===== src/rtl/bip_control_unit.sv =====
// rtl/bip_control_unit.sv - BIP FETCH/EXEC/HALT sequencer, PC, IR and instruction decode (optional BIP_CYCLE_COUNT_EN counters)
module bip_control_unit #(
    parameter int NB_DATA            = 16,
    parameter int NB_OPCODE          = 5,
    parameter int NB_OPERAND         = 11,
    parameter int N_INSMEM_ADDR      = 2048,
    parameter int LOG2_N_INSMEM_ADDR = 11,
    parameter int LOG2_N_DATA_ADDR   = 10,
    parameter int NB_SEL_A           = 2
) (
    input  logic                          i_clock,
    input  logic                          i_reset,
    input  logic                          i_valid,
    input  logic [NB_DATA-1:0]            i_instruction,
    output logic [LOG2_N_INSMEM_ADDR-1:0] o_insmem_addr,
    output logic [NB_OPERAND-1:0]         o_operand,
    output logic [LOG2_N_DATA_ADDR-1:0]   o_data_addr,
    output logic [NB_SEL_A-1:0]           o_sel_a,
    output logic                          o_sel_b,
    output logic                          o_op_code,
    output logic                          o_wr_acc,
    output logic                          o_wr_ram,
    output logic                          o_rd_ram,
`ifdef BIP_CYCLE_COUNT_EN
    output logic [31:0]                   o_cycle_count,
    output logic [LOG2_N_INSMEM_ADDR:0]   o_instr_count,
`endif
    output logic                          o_halted
);

    typedef enum logic [1:0] {
        FETCH = 2'd0,
        EXEC  = 2'd1,
        HALT  = 2'd2
    } state_t;

    localparam logic [NB_OPCODE-1:0] OP_HLT  = 5'b00000;
    localparam logic [NB_OPCODE-1:0] OP_STO  = 5'b00001;
    localparam logic [NB_OPCODE-1:0] OP_LD   = 5'b00010;
    localparam logic [NB_OPCODE-1:0] OP_LDI  = 5'b00011;
    localparam logic [NB_OPCODE-1:0] OP_ADD  = 5'b00100;
    localparam logic [NB_OPCODE-1:0] OP_ADDI = 5'b00101;
    localparam logic [NB_OPCODE-1:0] OP_SUB  = 5'b00110;
    localparam logic [NB_OPCODE-1:0] OP_SUBI = 5'b00111;

    state_t                          r_state;
    logic [LOG2_N_INSMEM_ADDR-1:0]   r_pc;
    logic [NB_DATA-1:0]              r_ir;

    logic [NB_OPCODE-1:0]            w_opcode;
    logic                            w_exec;
    logic [NB_SEL_A-1:0]             w_sel_a;
    logic                            w_sel_b;
    logic                            w_op_code;
    logic                            w_wr_acc;
    logic                            w_wr_ram;
    logic                            w_rd_ram;

    assign w_opcode = r_ir[NB_DATA-1 -: NB_OPCODE];
    // Strobes only fire on a valid EXEC cycle; the datapath samples on its closing edge.
    assign w_exec   = (r_state == EXEC) && i_valid;

    // Sequencer: fetch latches IR, exec advances PC or parks in HALT; i_valid low freezes everything.
    always_ff @(posedge i_clock) begin
        if (i_reset) begin
            r_state <= FETCH;
            r_pc    <= '0;
            r_ir    <= '0;
        end else if (i_valid) begin
            case (r_state)
                FETCH: begin
                    r_ir    <= i_instruction;
                    r_state <= EXEC;
                end
                EXEC: begin
                    if (w_opcode == OP_HLT) begin
                        r_state <= HALT;
                    end else begin
                        r_pc    <= r_pc + 1'b1;
                        r_state <= FETCH;
                    end
                end
                default: r_state <= HALT;
            endcase
        end
    end

    // Decode IR into selectors and raw strobes; selectors may settle before EXEC.
    always_comb begin
        w_sel_a   = 2'b00;
        w_sel_b   = 1'b0;
        w_op_code = 1'b0;
        w_wr_acc  = 1'b0;
        w_wr_ram  = 1'b0;
        w_rd_ram  = 1'b0;
        case (w_opcode)
            OP_STO:  w_wr_ram = 1'b1;
            OP_LD:   begin w_rd_ram = 1'b1; w_wr_acc = 1'b1; end
            OP_LDI:  begin w_sel_a = 2'b01; w_wr_acc = 1'b1; end
            OP_ADD:  begin w_rd_ram = 1'b1; w_sel_a = 2'b10; w_op_code = 1'b1; w_wr_acc = 1'b1; end
            OP_ADDI: begin w_sel_a = 2'b10; w_sel_b = 1'b1; w_op_code = 1'b1; w_wr_acc = 1'b1; end
            OP_SUB:  begin w_rd_ram = 1'b1; w_sel_a = 2'b10; w_wr_acc = 1'b1; end
            OP_SUBI: begin w_sel_a = 2'b10; w_sel_b = 1'b1; w_wr_acc = 1'b1; end
            default: ;
        endcase
    end

    assign o_insmem_addr = r_pc;
    assign o_operand     = r_ir[NB_OPERAND-1:0];
    assign o_data_addr   = r_ir[LOG2_N_DATA_ADDR-1:0];
    assign o_sel_a       = w_sel_a;
    assign o_sel_b       = w_sel_b;
    assign o_op_code     = w_op_code;
    assign o_wr_acc      = w_wr_acc && w_exec;
    assign o_wr_ram      = w_wr_ram && w_exec;
    assign o_rd_ram      = w_rd_ram && w_exec;
    assign o_halted      = (r_state == HALT);

`ifdef BIP_CYCLE_COUNT_EN
    logic [31:0]                 r_cycle_count;
    logic [LOG2_N_INSMEM_ADDR:0] r_instr_count;

    // Activity counters: valid non-halted cycles, and completed EXEC phases (HLT included).
    always_ff @(posedge i_clock) begin
        if (i_reset) begin
            r_cycle_count <= '0;
            r_instr_count <= '0;
        end else begin
            if (i_valid && (r_state != HALT)) r_cycle_count <= r_cycle_count + 1'b1;
            if (w_exec)                       r_instr_count <= r_instr_count + 1'b1;
        end
    end

    assign o_cycle_count = r_cycle_count;
    assign o_instr_count = r_instr_count;
`endif

endmodule


===== config.mk =====
export PLATFORM = sky130hd
export DESIGN_NAME = bip_control_unit
export DESIGN_NICKNAME = d
export VERILOG_FILES = /design/src/rtl/bip_control_unit.sv
export SDC_FILE = /design/constraint.sdc
export NUM_CORES = 1
export LEC_CHECK = 0
export ABC_AREA = 1
export CORE_ASPECT_RATIO = 1.25
export CORE_MARGIN = 4
export CORE_UTILIZATION = 30
export DETAILED_ROUTE_END_ITERATION = 12
export PLACE_DENSITY = 0.67
export SLEW_MARGIN = 15
export SYNTH_ARGS = -nofsm -noshare
export SYNTH_HDL_FRONTEND = slang
export SYNTH_SLANG_ARGS = --single-unit
export TNS_END_PERCENT = 50

===== constraint.sdc =====
create_clock -name i_clock -period 1.1 [get_ports i_clock]
set_input_delay 0.22 -clock i_clock [delete_from_list [all_inputs] [get_ports i_clock]]
set_output_delay 0.22 -clock i_clock [all_outputs]
set_load 0.01 [all_outputs]

==> results.rst <==
.. list-table::
   :header-rows: 1

   * - Metric
     - Value
   * - Inserted Diodes
     - 0
   * - Iteration-0 DRC Markers
     - 27
   * - Filler cells
     - between 400 and 500
   * - Leakage
     - 1.05 nW
   * - Req. time, crit path
     - a little under 0.9 ns
   * - Post-Syn Area
     - between 1500 and 2000 µm²
   * - Mapped Nets
     - roughly 220
   * - CP cell instances
     - inv_4, o21ai_4, nor4_4, buf_2
   * - Root buffer selected by CTS
     - clkbuf_8
   * - Achievable frequency
     - around 0.74 GHz
   * - Overall die area
     - around 6200 µm²
   * - Cell area reported after detailed placement
     - between 2000 and 2500 µm²
   * - Post-placement setup slack
     - -0.812 ns
   * - Yosys cell types
     - 27
   * - Clock-pin slew on the worst setup and hold paths
     - approximately 0.07 ns
   * - Overall overflow remaining after global route
     - 0
   * - Met2 track demand over resource in global routing
     - 23.0%
   * - Critical path endpoint category
     - output pin
   * - Max_cap viols
     - 0
   * - Count of input and output buffers
     - between 50 and 60
   * - Standard-cell rows
     - 28
   * - Die width
     - a little over 70 µm
   * - Detailed-routing iteration count for the pre-antenna-repair pass
     - 3
   * - Met3 usage
     - about 3.7%
   * - Placer's final routability congestion estimate
     - between 0.8 and 0.9
   * - Clock period minus final worst setup slack
     - 1.36 ns
   * - Setup Viol. Count Final
     - 24
   * - Largest driver fanout on the critical path
     - 3
   * - Family with the most delay on the worst path
     - flip-flops
   * - Area delta synth->final
     - 68.9%
   * - Worst setup slack after layout
     - -0.258 ns
   * - Sequential-to-total area share from yosys stat
     - about two fifths
   * - DRC violations left
     - 0
   * - Failing checks
     - negative setup slack
   * - Max-Slew Margin vs Limit
     - slightly below 90%
   * - Antenna violations before repair
     - 0
   * - Vias per cell
     - between 4 and 5
   * - Starting utilization of the core area
     - 31.4%
   * - Run status
     - complete, but fails checks
   * - Number of ports placed on the die boundary
     - 59
   * - Post-route standard cell area excluding fillers
     - 2540 µm²
   * - Number of hold violations in the final report
     - 0
   * - Number of clock sinks
     - 29
   * - Die height
     - 87.2 µm
   * - Final #Nets
     - between 200 and 300
   * - Count of synthesis-stage warnings from yosys
     - 0
   * - Maximum number of pins on one net before global-route repair
     - 17
   * - Critical Setup Path Class
     - reg2out
   * - Max VDD drop
     - between 0.5 and 0.6 mV
   * - Most used cells in the layout excluding fill and tap cells
     - 41 x nor2_1, 20 x buf_4, 18 x o21ai_2
   * - Count of nets left with antenna violations after detail routing
     - 0
   * - Met1 track demand over resource in global routing
     - ~14%
   * - Pwr/cell area
     - 1090 nW/µm²
   * - Hpwl dp
     - around 2.8 mm
   * - CTS Buf Count
     - 5
   * - Synth Register Bits
     - 29
   * - Gate count of the mapped netlist
     - between 200 and 250
   * - Worst clock skew on the final layout
     - ~0.0041 ns
   * - Leading cell type in the layout, fill and taps excluded
     - nor2_1
   * - Routed wire length
     - between 4 and 5 mm
   * - Number of buffer and inverter instances along the worst setup path
     - 2
   * - Count of final max-slew check failures
     - 0
   * - Arrival time reported for the critical path endpoint
     - ~1.1 ns
   * - Cell at the slowest stage of the critical path
     - dfxtp_4
   * - TritonCTS clock tree
     - yes
   * - Worst-Skew Late Latency
     - about 0.28 ns
   * - Global-route wire length before repair
     - between 6 and 7 mm
   * - Worst-margin pin slew
     - 0.196 ns
   * - Min-delay worst type
     - reg2reg
   * - RSZ-0062 raised after global routing
     - true
   * - Overall via count from detail_route
     - approximately 1.5k
   * - Clk buf depth
     - 2
   * - Total track usage
     - 12.7%
   * - Core Area
     - about 4800 µm²
   * - Routed wire per std cell
     - ~13 µm
   * - Mean area per synthesized cell
     - about 7.5 µm²
   * - Highest-utilization routing layer at the global route stage
     - met2
   * - Final cycle utilization of the critical path
     - 123%
   * - Slack of the worst reg-to-reg path
     - -0.19 ns
   * - CP max stage delay
     - 0.37 ns
   * - Startpoint Class
     - flop
   * - Number of global-route vias before repair
     - between 1k and 1.5k
   * - H-tree Lvls
     - 2
   * - Fraction of layout instances using a drive strength above 1
     - around three fifths
==> sequential cells by signal, indices dropped and copies added (netlist names) <==
name           count
r_ir              16
o_insmem_addr     11
r_state            2
==> path summary, 6_finish.rpt <==
path,from,to,cells past startpoint
worst max-delay path,r_ir[14],o_rd_ram,4
worst min-delay path,r_ir[10],r_ir[10],2
worst max register to register,r_ir[12],o_insmem_addr[4],8
worst min register to register,r_ir[10],r_ir[10],2
==> worst min-delay path: stages (launching register included) <==
cell and delay, ns:
dfxtp_1 0.31, nor2_1 0.09, nor2_1 0.05
==> per-layer routing <==
layer  vias up  wire (µm)
li1        765          -
met1       702       1600
met2        46       2340
met4         0         89
met3         7        245
met5         -          0
==> what timing repair did <==
item | 4_1_cts | 5_1_grt
hold buffers | 0 | 0
cloned | 0 | 2
gates resized for setup | 169 | 91
buffers inserted | 1 | 6
pin swaps | 4 | 17
setup endpoints to repair | 67 | 60
==> cells in the mapped netlist <==
library cell / count / area share [%]
nand4_1: 1 / 0.42
nand3_2: 3 / 2.0
buf_4: 24 / 12
nand3_1: 5 / 1.7
nand2_1: 23 / 5.7
nand2_8: 1 / 1.3
nor2_2: 4 / 1.7
nand3_4: 2 / 2.3
inv_2: 3 / 0.75
a21oi_2: 1 / 0.58
o21bai_2: 1 / 0.75
a21oi_1: 9 / 3.0
o21ai_1: 1 / 0.33
inv_6: 1 / 0.58
o21ai_0: 21 / 7.0
inv_1: 12 / 3.0
nor4_1: 2 / 0.83
nor2_4: 2 / 1.5
buf_2: 1 / 0.33
clkbuf_1: 1 / 0.25
dfxtp_1: 29 / 39
nor3_1: 3 / 1.0
nor2_1: 48 / 12
o21ai_2: 1 / 0.58
ha_1: 1 / 0.83
xor2_1: 1 / 0.58
clkinv_4: 1 / 0.58
==> final cells by class <==
| cell class | count | area [µm²] | area share, % |
|---|---|---|---|
| Tap cell | 60 | 75.1 | 2.95 |
| Clock buffer | 5 | 68.8 | 2.70 |
| Timing Repair inverter | 1 | 11.3 | 0.442 |
| Sequential cell | 29 | 628 | 24.7 |
| Clock inverter | 3 | 17.5 | 0.688 |
| Timing Repair Buffer | 89 | 783 | 30.8 |
| Inverter | 17 | 91.3 | 3.59 |
| Multi-Input combinational cell | 130 | 870 | 34.2 |
==> metrics by stage <==
step           TNS [ns]  utilization, %  instances  hold slack, ns  power, mW
2_1_floorplan   -0.0362               -        202           0.282       1.54
3_3_place_gp     -14.79            45.9        320           0.478       1.80
3_5_place_dp     -15.61            45.9        320           0.487       1.81
4_1_cts           -3.29            49.2        329           0.492       2.69
5_1_grt           -4.77            53.0        334           0.516       2.91
6_report          -3.04            53.0        334           0.491       2.76
==> logic make-up (layout without fill, tap and decap cells) <==
family	after synthesis	in the layout	synth area share (%)
simple gates	94	94	30.4
xor+xnor	1	1	0.582
compound gates	34	34	12.2
fa+ha+maj	1	1	0.830
buf+inv	43	115	17.4
flops	29	29	38.5
==> report_power, final <==
part / total (mW) / leakage (nW) / internal, mW / switching, mW
registers: 1.18 / 0.249 / 1.12 / 0.0649
logic: 0.723 / 0.754 / 0.363 / 0.360
clock network: 0.854 / 0.0439 / 0.435 / 0.419
total: 2.76 / 1.05 / 1.92 / 0.844
Note: power is estimated with default switching activity, not from simulation.
